### config.mk
export PLATFORM = sky130hd
export DESIGN_NAME = fifo_enq_arbiter_flat
export DESIGN_NICKNAME = d
export VERILOG_FILES = /design/src/rtl/fifo_arb_pkg.sv /design/src/rtl/fifo_enq_arbiter_if.sv /design/src/rtl/fifo_enq_arbiter_rr_pick.sv /design/src/rtl/fifo_enq_arbiter.sv /design/src/flat_wrapper.sv
export SDC_FILE = /design/constraint.sdc
export NUM_CORES = 1
export LEC_CHECK = 0
export CORE_AREA = 2 2 78 80
export CTS_CLUSTER_SIZE = 24
export DETAILED_ROUTE_END_ITERATION = 10
export DIE_AREA = 0 0 80 82
export PLACE_DENSITY = 0.88
export SLEW_MARGIN = 20
export SYNTH_ARGS = -nofsm -noshare
export SYNTH_HDL_FRONTEND = slang
export SYNTH_SLANG_ARGS = --single-unit
### constraint.sdc
create_clock -name clock -period 8.75 [get_ports clock]
set_input_delay 0.875 -clock clock [delete_from_list [all_inputs] [get_ports clock]]
set_output_delay 0.875 -clock clock [all_outputs]
set_load 0.005 [all_outputs]
### src/rtl/fifo_arb_pkg.sv
// ============================================================================
// fifo_arb_pkg : shared state encoding and index helpers for fifo_enq_arbiter
// Rev 1.0
// ============================================================================
`default_nettype none

package fifo_arb_pkg;

    typedef enum logic [1:0] {
        IDLE  = 2'd0,
        WAIT  = 2'd1,
        BURST = 2'd2
    } arb_state_e;

    // Explicit modulo-n increment; n need not be a power of two.
    function automatic int wrap_inc(input int idx, input int n);
        return (idx == n - 1) ? 0 : idx + 1;
    endfunction

endpackage

`default_nettype wire

### src/rtl/fifo_enq_arbiter_if.sv
// ============================================================================
// fifo_enq_arbiter_if : requester streams plus the single FIFO enqueue stream
// Rev 1.0
// ============================================================================
`default_nettype none

interface fifo_enq_arbiter_if #(
    parameter int  N_REQ    = 4,
    parameter type PACKET_T = logic [31:0]
);
    localparam int IDW = $clog2(N_REQ);

    logic [N_REQ-1:0] req_valid;
    logic [N_REQ-1:0] req_ready;
    PACKET_T          req_packet [N_REQ];
    logic             out_valid;
    logic             out_ready;
    PACKET_T          packet_out;
    logic [IDW-1:0]   grant_id;
    logic             burst_active;

    modport master (
        input  req_valid, req_packet, out_ready,
        output req_ready, out_valid, packet_out, grant_id, burst_active
    );

    modport slave (
        output req_valid, req_packet, out_ready,
        input  req_ready, out_valid, packet_out, grant_id, burst_active
    );

endinterface

`default_nettype wire

### src/rtl/fifo_enq_arbiter_rr_pick.sv
// ============================================================================
// rr_pick : combinational rotating-priority picker, first set bit from start
// Rev 1.0
// ============================================================================
`default_nettype none

module rr_pick #(
    parameter  int N_REQ = 4,
    localparam int IDW   = $clog2(N_REQ)
) (
    input  logic [N_REQ-1:0] req_mask,
    input  logic [IDW-1:0]   start,
    output logic             found,
    output logic [IDW-1:0]   idx
);

    int w_pos;

    // Walk positions in priority order; constant indices keep the mux tree static.
    always_comb begin
        found = 1'b0;
        idx   = '0;
        w_pos = 0;
        for (int k = 0; k < N_REQ; k++) begin
            w_pos = int'(start) + k;
            if (w_pos >= N_REQ) begin
                w_pos = w_pos - N_REQ;
            end
            for (int j = 0; j < N_REQ; j++) begin
                if (!found && (w_pos == j) && req_mask[j]) begin
                    found = 1'b1;
                    idx   = IDW'(j);
                end
            end
        end
    end

endmodule

`default_nettype wire

### src/rtl/fifo_enq_arbiter.sv
// ============================================================================
// fifo_enq_arbiter : N producers onto one FIFO enqueue port, rotating priority
// with burst lock; zero-latency combinational grant.
// Rev 1.0
// ============================================================================
`default_nettype none

module fifo_enq_arbiter
    import fifo_arb_pkg::*;
#(
    parameter int  N_REQ     = 4,
    parameter int  MAX_BURST = 4,
    parameter type PACKET_T  = logic [31:0]
) (
    input  logic               clock,
    input  logic               reset,
    fifo_enq_arbiter_if.master bus
);

    localparam int IDW   = $clog2(N_REQ);
    localparam int CNT_W = $clog2(MAX_BURST + 1);
    localparam logic [CNT_W-1:0] c_burst_len = CNT_W'(MAX_BURST);

    arb_state_e       r_state;
    logic [IDW-1:0]   r_owner;
    logic [IDW-1:0]   r_rr_ptr;
    logic [CNT_W-1:0] r_beat_cnt;

    logic             w_release;
    logic [IDW-1:0]   w_owner_inc;
    logic [IDW-1:0]   w_start;
    logic             w_pick_found;
    logic [IDW-1:0]   w_pick_idx;
    logic [IDW-1:0]   w_grant;
    logic [IDW-1:0]   w_grant_inc;
    logic             w_valid;
    logic             w_out_valid;
    logic             w_accept;
    logic [CNT_W-1:0] w_cnt_base;
    logic [CNT_W-1:0] w_cnt_inc;
    PACKET_T          w_packet;

    assign w_owner_inc = IDW'(wrap_inc(int'(r_owner), N_REQ));
    assign w_grant_inc = IDW'(wrap_inc(int'(w_grant), N_REQ));

    // Owner dropped valid mid-burst: arbitrate now with the old owner last.
    assign w_release = (r_state == BURST) && !bus.req_valid[r_owner];
    assign w_start   = w_release ? w_owner_inc : r_rr_ptr;

    rr_pick #(
        .N_REQ (N_REQ)
    ) u_pick (
        .req_mask (bus.req_valid),
        .start    (w_start),
        .found    (w_pick_found),
        .idx      (w_pick_idx)
    );

    always_comb begin
        w_grant = w_pick_idx;
        w_valid = w_pick_found;
        if ((r_state == WAIT) || ((r_state == BURST) && !w_release)) begin
            w_grant = r_owner;
            w_valid = 1'b1;
        end
    end

    assign w_out_valid = w_valid && !reset;
    assign w_accept    = w_out_valid && bus.out_ready;

    // A new grantee after release starts its own burst count from scratch.
    assign w_cnt_base  = w_release ? '0 : r_beat_cnt;
    assign w_cnt_inc   = w_cnt_base + CNT_W'(1);

    always_ff @(posedge clock) begin
        if (reset) begin
            r_state    <= IDLE;
            r_owner    <= '0;
            r_rr_ptr   <= '0;
            r_beat_cnt <= '0;
        end else if (w_out_valid && !bus.out_ready) begin
            r_state <= WAIT;
            r_owner <= w_grant;
        end else if (w_accept) begin
            if (w_cnt_inc == c_burst_len) begin
                r_state    <= IDLE;
                r_beat_cnt <= '0;
                r_rr_ptr   <= w_grant_inc;
            end else begin
                r_state    <= BURST;
                r_owner    <= w_grant;
                r_beat_cnt <= w_cnt_inc;
            end
        end else if (w_release) begin
            r_state    <= IDLE;
            r_rr_ptr   <= w_owner_inc;
            r_beat_cnt <= '0;
        end
    end

    for (genvar gi = 0; gi < N_REQ; gi++) begin : g_ready
        assign bus.req_ready[gi] = w_accept && (w_grant == IDW'(gi));
    end

    assign w_packet         = bus.req_packet[w_grant];
    assign bus.packet_out   = w_packet;
    assign bus.out_valid    = w_out_valid;
    assign bus.grant_id     = w_grant;
    assign bus.burst_active = (r_state == BURST) && !reset;

endmodule

`default_nettype wire

### src/flat_wrapper.sv
// flat-port wrapper written by rule: the top's interface ports become plain ports
module fifo_enq_arbiter_flat import fifo_arb_pkg::*;
#(
    parameter int  N_REQ     = 4,
    parameter int  MAX_BURST = 4,
    parameter type PACKET_T  = logic [31:0]
)
  (clock, reset, bus_req_valid, bus_req_packet, bus_out_ready, bus_req_ready, bus_out_valid, bus_packet_out, bus_grant_id, bus_burst_active);
  fifo_enq_arbiter_if #(.N_REQ(N_REQ), .PACKET_T(PACKET_T)) bus_i ();
  input  logic clock;
  input  logic reset;
  input wire logic [$bits(bus_i.req_valid)-1:0] bus_req_valid;
  input wire logic [$bits(bus_i.req_packet)-1:0] bus_req_packet;
  input wire logic [$bits(bus_i.out_ready)-1:0] bus_out_ready;
  output wire logic [$bits(bus_i.req_ready)-1:0] bus_req_ready;
  output wire logic [$bits(bus_i.out_valid)-1:0] bus_out_valid;
  output wire logic [$bits(bus_i.packet_out)-1:0] bus_packet_out;
  output wire logic [$bits(bus_i.grant_id)-1:0] bus_grant_id;
  output wire logic [$bits(bus_i.burst_active)-1:0] bus_burst_active;
  assign bus_i.req_valid = bus_req_valid;
  assign bus_i.req_packet = {>>{bus_req_packet}};
  assign bus_i.out_ready = bus_out_ready;
  assign bus_req_ready = bus_i.req_ready;
  assign bus_out_valid = bus_i.out_valid;
  assign bus_packet_out = bus_i.packet_out;
  assign bus_grant_id = bus_i.grant_id;
  assign bus_burst_active = bus_i.burst_active;
  fifo_enq_arbiter #(.N_REQ(N_REQ), .MAX_BURST(MAX_BURST), .PACKET_T(PACKET_T)) u_core (.clock(clock), .reset(reset), .bus(bus_i));
endmodule
==> flow_summary.ini, run 1 <==
[run_status]
run_status = completed

[placed_design]
numPortBuffers = 174
dp.final_hpwl_um = 6250
dp.cells = 515
postPlaceCellArea_um2 = 3650
globalplace.congestion = 0.875

[synth]
syn_area_um2 = 1960
synth.top_cell.area_share = 0.193
synth_ff_type = dfxtp_1
yosys-top-cells-area = nand2_1 19%, a32oi_2 16%, a21oi_1 9.7%, dfxtp_1 9.2%, a32oi_1 6.3%
yosys_warnings = 0
async_flop_share = 0
synth-seq-area-share = 0.0918
synth_cells = 288
yosys.area.top_type = nand2_1
synth-seq-cells = 9
ys_types = 44
mappedNetlistNets = 430
synth_edf_count = 0
avgSynthCellArea_um2 = 6.81

[pwr]
p_leak_uw = 0.00139
p_clk_frac = 0.102
p_comb_frac = 0.796
swShare = 0.400
pwr-share-seq = 0.103
ir_drop_mv = 0.101
intPower_uw = 284
p_switching_uw = 189
power_density_nw_per_um2 = 128

[final_layout]
final_core_util = 0.644
final_layout_size_suffix_gt1_frac = 0.0833
final_common_cell = clkdlybuf4s50_1
num_antenna_cells = 0
final_nets = 587
synthToLayoutAreaGrowth_pct = 88.5
fin_cells = 519
mostFrequentLayoutCells = 174 x clkdlybuf4s50_1, 101 x nand2_1, 38 x a21oi_1
fin_area_um2 = 3700

[timing]
fin_tns_setup_ns = 0
slew_viol_final = 0
final-setup-viol-count = 0
finalHoldViolCount = 0
slew_headroom = 0.391
fin_crit_sh = 0.762
rsz0062_at_grt = no
worst_pin_slew_ns = 0.913
finalClockSkew_ns = 0.000700
clock.fmax_mhz = 150
min_period_ns = 6.66

[die]
initial_core_util = 0.341
die_x_um = 80
num_rows = 28
core_area_um2 = 5750
top_level_ports = 175
dieHeight_um = 82
die-area_um2 = 6560

[route]
drt_first_iter_violations = 107
drtAntennaViolNets = 0
route.vias.total = 2749
route.final.wire_length_um = 8020
drc_errors = 0
vias_per_cell = 5.30
drt_pass1_iterations = 4
wire_per_inst_um = 15.5

[clock_tree]
cts_root_buf = clkbuf_8
post_cts_buffers = 0
htreeDepth = 1
clock_latency_ns = 0.23
post_cts_resized = 0
clock_sinks = 9
cts-buffers-inserted = 3
clk_pin_slew_ns = 0.04
tritoncts = done
cts_hold_buffers = 0
cts_buffer_depth = 2

[grt]
gr-total-overflow = 0
grt_max_degree = 70
antenna_found_initial = 0
grt_pass1_wl_um = 11600
grt_usage = 0.215
grt_pass1_vias = 2405

[setup_path]
path_class = input pin to output pin
crit_path_max_fanout = 69
cp_slowest_cell = clkinv_2
cpMostUsedCell = clkdlybuf4s50_1
crit_required_ns = 7.88
crit_family = buffers and inverters
worst-path-buf-inv = 4
arrival_ns = 5.79
cp_cell_sequence = clkdlybuf4s50_1 > mux4_2 > o21a_1 > or2_0 > o311a_1 > o31ai_4 > buf_4 > clkinv_2 > ha_1 > and2_1 > clkdlybuf4s50_1
crit_path_end_kind = output pin
cpPeakStageDelay_ns = 0.88
cp-start-kind = input pin

[flow_run]
drv_cap = 0

[worst_hold_path]
hp-class = flop to flop
[cells by family (layout without fill, tap and decap cells)]
family / Yosys count / count (layout) / synth area share
and+or+nand+nor: 142 / 142 / 0.306
AOI/OAI and AO/OA: 94 / 94 / 0.427
buffers and inverters: 30 / 186 / 0.0931
muxes: 5 / 5 / 0.0325
DFF: 9 / 9 / 0.0918
xor gates and xnor gates: 1 / 1 / 0.00447
adders and majority gates: 7 / 7 / 0.0446
[synthesized netlist by cell type, types with 2 or more instances]
library cell,instances
dfxtp_1,9
clkbuf_1,6
buf_2,8
a32oi_2,19
o21ai_0,3
nor3_1,6
ha_1,7
nor3b_1,3
or2_2,2
o21a_1,2
a32oi_1,14
nand2_1,101
nand2b_1,2
o221a_2,2
nor2_1,16
a2111oi_2,2
nor2b_1,2
buf_6,6
a211oi_1,2
mux2i_1,3
buf_4,4
and2_1,5
or4_1,2
a21oi_1,38
inv_1,5
[metal layers]
metal / part of all wire / GRT usage / wire length, um / vias up
met5: 0 / 0 / 0 / -
met4: 0.011 / 0.0339 / 89 / 0
met3: 0.071 / 0.0385 / 568 / 10
met2: 0.51 / 0.394 / 4100 / 107
met1: 0.41 / 0.267 / 3260 / 1275
li1: - / - / - / 1357
[power by group through the flow]
stage	logic (uW)	registers (uW)	clock network [uW]
global placement	369	49.3	0
global route	410	49.0	51.0
finish	377	48.5	48.2
detailed placement	376	49.3	0
CTS	378	48.5	48.9
floorplan	204	48.0	0
[stage by stage]
step	setup WS (ns)	hold WS [ns]	total power, uW
floorplan	4.67	0.457	252
global placement	2.62	0.475	418
detailed placement	2.55	0.484	426
CTS	2.51	0.494	476
global route	1.76	0.514	510
finish	2.09	0.482	473
[state kept, by name, summed over array words and instances, names as in the netlist]
register / flops
u_core.r_beat_cnt: 3
u_core.r_owner: 2
u_core.r_rr_ptr: 2
u_core.r_state: 2
[worst paths after layout]
check / cells after the start / to / slack [ns] / startpoint
setup / recovery: 11 / bus_req_ready[3] / 2.09 / bus_req_valid[0]
hold reg to reg: 2 / u_core.r_beat_cnt[1]$_SDFFE_PP0N_ / 0.48 / u_core.r_beat_cnt[1]$_SDFFE_PP0N_
hold / removal: 2 / u_core.r_beat_cnt[1]$_SDFFE_PP0N_ / 0.48 / u_core.r_beat_cnt[1]$_SDFFE_PP0N_
setup reg to reg: 11 / u_core.r_rr_ptr[1]$_SDFFE_PP0P_ / 3.95 / u_core.r_owner[1]$_SDFFE_PP0P_
[worst reg2reg max path, delay by kind of cell (launching register included)]
family / cells / cell delay (ns)
buf+inv: 2 / 1.45
fa+ha+maj: 1 / 0.69
flops: 1 / 0.40
simple gates: 2 / 0.29
compound gates: 4 / 0.95
mux: 2 / 0.95
[final cells by class]
cell class | count | area [um^2]
fill | 498 | 2050
timing repair buffer | 176 | 1760
multi-input combinational | 249 | 1600
sequential | 9 | 180
tap | 75 | 93.8
clock buffer | 4 | 45.0
inverter | 6 | 23.8
(Power assumes the default switching activity.)
==> inputs of run 2 (changes only) <==
--- a/config.mk
+++ b/config.mk
@@ -5,11 +5,11 @@
 export SDC_FILE = /design/constraint.sdc
 export NUM_CORES = 1
 export LEC_CHECK = 0
-export CORE_AREA = 2 2 78 80
+export CORE_AREA = 2 2 82 84
 export CTS_CLUSTER_SIZE = 24
 export DETAILED_ROUTE_END_ITERATION = 10
-export DIE_AREA = 0 0 80 82
-export PLACE_DENSITY = 0.88
+export DIE_AREA = 0 0 84 86
+export PLACE_DENSITY = 0.8
 export SLEW_MARGIN = 20
 export SYNTH_ARGS = -nofsm -noshare
 export SYNTH_HDL_FRONTEND = slang
==> constraint.sdc (replaced) <==
create_clock -name clock -period 6.8 [get_ports clock]
set_input_delay 0.68 -clock clock [delete_from_list [all_inputs] [get_ports clock]]
set_output_delay 0.68 -clock clock [all_outputs]
set_load 0.005 [all_outputs]
==> run 2 against run 1 <==
Net effect:
- first-iteration DRC count rose by 24%
- non-clock buffer count rose by 1
- setup slack got worse by 0.96 ns
- register-to-register slack got worse by 0.99 ns
- critical path depth fell by 1
- combinational power rose by 29%
- final cell count rose by 0.58%
- count of clock-buffer cells in the layout did not move
- via count rose by 0.76%
- routed wire length rose by 5.3%
- clock power rose by 27%
- sequential cell count did not move
- critical endpoint is now bus_packet_out[2]
- largest power group unchanged
- highest routed layer unchanged
==> flow_summary.ini, run 2 (synthesized netlist as in run 1, its figures left out) <==
[run_status]
run_status = completed

[route]
route.final.wire_length_um = 8440
drt_first_iter_violations = 133
drt_pass1_iterations = 6
wire_per_inst_um = 16.2
drtAntennaViolNets = 0
vias_per_cell = 5.31
route.vias.total = 2770
drc_errors = 0

[clock_tree]
cts_hold_buffers = 0
clock_sinks = 9
cts_root_buf = clkbuf_8
clock_latency_ns = 0.23
post_cts_resized = 0
clk_pin_slew_ns = 0.04
post_cts_buffers = 0
cts_buffer_depth = 2
cts-buffers-inserted = 3
tritoncts = done
htreeDepth = 1

[timing]
fin_crit_sh = 0.834
finalClockSkew_ns = 0.00158
hold_ws_ns = 0.509
fin_tns_setup_ns = 0
slew_viol_final = 0
slew_headroom = 0.378
rsz0062_at_grt = no
final-setup-viol-count = 0
worst_pin_slew_ns = 0.932
min_period_ns = 5.67
finalHoldViolCount = 0
clock.fmax_mhz = 176

[setup_path]
crit_required_ns = 6.12
cpPeakStageDelay_ns = 0.70
arrival_ns = 4.99
rr_worst_depth = 11
path_class = input pin to output pin
crit_path_end_kind = output pin
crit_path_max_fanout = 41
reg2reg_slack_ns = 2.96
reg2reg_to = u_core.r_rr_ptr[1]$_SDFFE_PP0P_
cp_slowest_cell = o31a_2
cpMostUsedCell = clkdlybuf4s50_1
cp-start-kind = input pin
r2r-start = u_core.r_owner[1]$_SDFFE_PP0P_
cp_cell_sequence = clkdlybuf4s50_1 > mux4_2 > o41a_1 > a2111oi_0 > o31a_1 > o31a_2 > buf_4 > a21oi_1 > a32oi_2 > clkdlybuf4s50_1

[worst_hold_path]
hold_path_end = u_core.r_beat_cnt[1]$_SDFFE_PP0N_
hold_start = u_core.r_beat_cnt[1]$_SDFFE_PP0N_
holdPathStages = 2
hp-class = flop to flop

[placed_design]
globalplace.congestion = 0.908
dp.final_hpwl_um = 6550
postPlaceCellArea_um2 = 3660
numPortBuffers = 174

[die]
top_level_ports = 175
initial_core_util = 0.313
core_area_um2 = 6280
die_x_um = 84
die-area_um2 = 7220
dieHeight_um = 86
num_rows = 29

[grt]
grt_pass1_wl_um = 13100
grt_pass1_vias = 2660
gr-total-overflow = 0
antenna_found_initial = 0
grt_max_degree = 67
grt_usage = 0.217

[final_layout]
regMostFlops = u_core.r_beat_cnt
regArea_um2 = 180
final_layout_size_suffix_gt1_frac = 0.0854
synthToLayoutAreaGrowth_pct = 89.0
final_common_cell = clkdlybuf4s50_1
fill_cells = 576
num_antenna_cells = 0
final_nets = 588
multi_input_area_um2 = 1600
largest_reg_flops = 3
fin_area_um2 = 3710
mostFrequentLayoutCells = 174 x clkdlybuf4s50_1, 101 x nand2_1, 38 x a21oi_1

[pwr]
p_leak_uw = 0.00140
ir_drop_mv = 0.165
power_density_nw_per_um2 = 165

[flow_run]
drv_cap = 0
==> run 2: cell count changes in the layout (fill, tap and decap cells not counted), sizes merged <==
cell	before	now
clkinv	1	0
inv	5	6
buf	2	3
==> run 2: cell type report <==
type / count / area share
clock buffers: 4 / 0.0121
inverters: 6 / 0.00607
multi-input cells: 249 / 0.431
flip-flops and latches: 9 / 0.0486
well taps: 77 / 0.0260
repair buffers: 177 / 0.476
==> run 2: how the worst max path moves through the flow <==
stage / start / endpoint / slack [ns]
2_1_floorplan: bus_req_valid[3] / bus_req_ready[0] / 3.11
3_3_place_gp: bus_req_valid[1] / bus_packet_out[19] / 1.28
3_5_place_dp: bus_req_valid[1] / bus_packet_out[2] / 1.18
4_1_cts: bus_req_valid[1] / bus_packet_out[2] / 1.17
5_1_grt: bus_req_valid[1] / bus_packet_out[25] / 0.96
6_report: bus_req_valid[1] / bus_packet_out[2] / 1.13
==> run 2: report_power, final <==
part	internal, uW	switching, uW	leakage, uW
sequential	57.5	5.53	0.0000741
clock	40.8	20.6	0.0000228
combinational	269	218	0.00130
total	367	244	0.00140
==> run 2: worst max-delay path: cells and delay by family <==
family / cells / cell delay [ns]
compound gates: 6 / 2.08
buf+inv: 3 / 1.55
mux: 1 / 0.65
==> run 2: layer usage <==
| layer | vias to the layer above | share of wire | global-route usage |
|---|---|---|---|
| met5 | - | 0 | 0 |
| met2 | 146 | 0.49 | 0.385 |
| met3 | 20 | 0.079 | 0.0529 |
| li1 | 1362 | - | - |
| met4 | 0 | 0.029 | 0.0630 |
| met1 | 1242 | 0.40 | 0.261 |
==> run 2: per-stage QoR <==
stage	utilization	setup slack, ns	power, uW	std cells
3_3_place_gp	0.583	1.28	543	518
4_1_cts	0.591	1.17	615	522
2_1_floorplan	-	3.11	324	288
3_5_place_dp	0.583	1.18	551	518
5_1_grt	0.591	0.960	660	522
6_report	0.591	1.13	611	522
==> inputs of run 3 (changes only) <==
--- a/config.mk
+++ b/config.mk
@@ -5,11 +5,11 @@
 export SDC_FILE = /design/constraint.sdc
 export NUM_CORES = 1
 export LEC_CHECK = 0
-export CORE_AREA = 2 2 82 84
+export CORE_AREA = 2 2 86 88
 export CTS_CLUSTER_SIZE = 24
 export DETAILED_ROUTE_END_ITERATION = 10
-export DIE_AREA = 0 0 84 86
-export PLACE_DENSITY = 0.8
+export DIE_AREA = 0 0 88 90
+export PLACE_DENSITY = 0.77
 export SLEW_MARGIN = 20
 export SYNTH_ARGS = -nofsm -noshare
 export SYNTH_HDL_FRONTEND = slang
==> constraint.sdc (replaced) <==
create_clock -name clock -period 5.2 [get_ports clock]
set_input_delay 0.52 -clock clock [delete_from_list [all_inputs] [get_ports clock]]
set_output_delay 0.52 -clock clock [all_outputs]
set_load 0.005 [all_outputs]
==> run 3 against run 2 <==
Net effect:
- sequential power rose by 29%
- largest cell class unchanged
- critical path type unchanged
- cell area grew 1.9%
- sequential cell count unchanged
- count of clock-buffer cells in the layout is the same
==> flow_summary.ini, run 3 (synthesized netlist as in run 1, its figures left out) <==
[pwr]
intPower_uw = 490
p_clk_frac = 0.103
swShare = 0.393
p_leak_uw = 0.00142
power_density_nw_per_um2 = 214
pwr-share-seq = 0.101
ir_drop_mv = 0.139
p_switching_uw = 317
p_comb_frac = 0.796

[placed_design]
globalplace.congestion = 0.870
numPortBuffers = 174
dp.final_hpwl_um = 6390
postPlaceCellArea_um2 = 3730

[route]
drtAntennaViolNets = 0
route.final.wire_length_um = 8010
vias_per_cell = 4.97
route.vias.total = 2724
drc_errors = 0
drt_pass1_iterations = 4
wire_per_inst_um = 14.6
drt_first_iter_violations = 40

[grt]
gr-total-overflow = 0
grt_pass1_vias = 2677
grt_max_degree = 41
antenna_found_initial = 0
grt_pass1_wl_um = 12600
grt_usage = 0.192

[timing]
fin_crit_sh = 0.915
clock.fmax_mhz = 210
slew_viol_final = 0
final-setup-viol-count = 0
finalClockSkew_ns = 0.000477
fin_tns_setup_ns = 0
worst_pin_slew_ns = 0.737
finalHoldViolCount = 0
min_period_ns = 4.76
rsz0062_at_grt = no
slew_headroom = 0.505

[setup_path]
r2r-start = u_core.r_owner[1]$_SDFFE_PP0P_
path_class = input pin to output pin
cpPeakStageDelay_ns = 0.65
crit_family = compound AO/OA/AOI/OAI gates
cp_slowest_cell = mux4_2
rr_worst_depth = 9
worst-path-buf-inv = 3
cpMostUsedCell = clkdlybuf4s50_1
crit_path_start = bus_req_valid[1]
reg2reg_slack_ns = 1.87
crit_required_ns = 4.68
arrival_ns = 4.24
reg2reg_to = u_core.r_rr_ptr[1]$_SDFFE_PP0P_
cp_num_cells = 10
cp-start-kind = input pin
cp_cell_sequence = clkdlybuf4s50_1 > mux4_2 > o41a_1 > a2111oi_0 > o31a_1 > o31a_2 > buf_12 > a21oi_1 > a32oi_2 > clkdlybuf4s50_1
crit_path_max_fanout = 36
crit_path_end_kind = output pin

[final_layout]
regArea_um2 = 180
synthToLayoutAreaGrowth_pct = 92.5
largest_reg_flops = 3
num_antenna_cells = 0
final_common_cell = clkdlybuf4s50_1
fin_area_um2 = 3780
fill_cells = 645
multi_input_area_um2 = 1600
final_layout_size_suffix_gt1_frac = 0.0935
final_nets = 592
mostFrequentLayoutCells = 174 x clkdlybuf4s50_1, 101 x nand2_1, 38 x a21oi_1
regMostFlops = u_core.r_beat_cnt

[die]
die-area_um2 = 7920
core_area_um2 = 7020
top_level_ports = 175
dieHeight_um = 90
die_x_um = 88
initial_core_util = 0.279
num_rows = 31

[clock_tree]
clock_latency_ns = 0.24
cts_hold_buffers = 0
post_cts_buffers = 0
post_cts_resized = 0
cts-buffers-inserted = 3
clock_sinks = 9
cts_root_buf = clkbuf_8
tritoncts = done
clk_pin_slew_ns = 0.05
cts_buffer_depth = 2
htreeDepth = 1

[worst_hold_path]
hp-class = flop to flop
holdPathStages = 2
hold_start = u_core.r_beat_cnt[1]$_SDFFE_PP0N_
hold_path_end = u_core.r_beat_cnt[1]$_SDFFE_PP0N_

[flow_run]
drv_cap = 0

[run_status]
run_status = completed
## run 3: changes by cell type in the layout (fill, tap and decap cells not counted)
cell / before / now
buf_4: 3 / 6
buf_12: 0 / 1
## run 3: worst min-delay path: stages (launching register included)
cell	delay (ns)
dfxtp_1	0.31
a22oi_1	0.06
nor2_1	0.08
## run 3: layout make-up
cell class                 instances  share of cell area
inverter                           6             0.00596
tap                               99              0.0328
clock buffer                       4              0.0119
sequential                         9              0.0477
multi-input combinational        249               0.423
timing repair buffer             181               0.478
## run 3: worst max path at each step
stage / endpoint / slack, ns
6_report: bus_packet_out[7] / 0.44
5_1_grt: bus_packet_out[30] / 0.12
2_1_floorplan: bus_req_ready[1] / 1.83
3_3_place_gp: bus_packet_out[15] / 0.47
4_1_cts: bus_packet_out[7] / 0.45
3_5_place_dp: bus_packet_out[7] / 0.45
## run 3: metrics by stage
stage          hold slack [ns]  setup slack (ns)  power, uW   util  cells
2_1_floorplan            0.457              1.83        423      -    288
3_3_place_gp             0.475             0.468        720  0.532    544
3_5_place_dp             0.491             0.448        729  0.532    544
4_1_cts                  0.497             0.447        816  0.538    548
5_1_grt                  0.559             0.117        879  0.538    548
6_report                 0.489             0.444        807  0.538    548
## run 3: power groups by stage
stage                     logic (uW)  clock network, uW  registers [uW]
after detailed placement         646                  0            82.8
final                            643               83.0            81.5
after global placement           637                  0            82.8
after floorplan                  343                  0            80.8
after global routing             704               92.8            82.2
after CTS                        648               86.1            81.4
## run 3: per-layer routing
layer / global-route usage / part of all wire
met3: 0.0505 / 0.099
met4: 0.0474 / 0.018
met5: 0 / 0
met1: 0.219 / 0.40
met2: 0.346 / 0.48
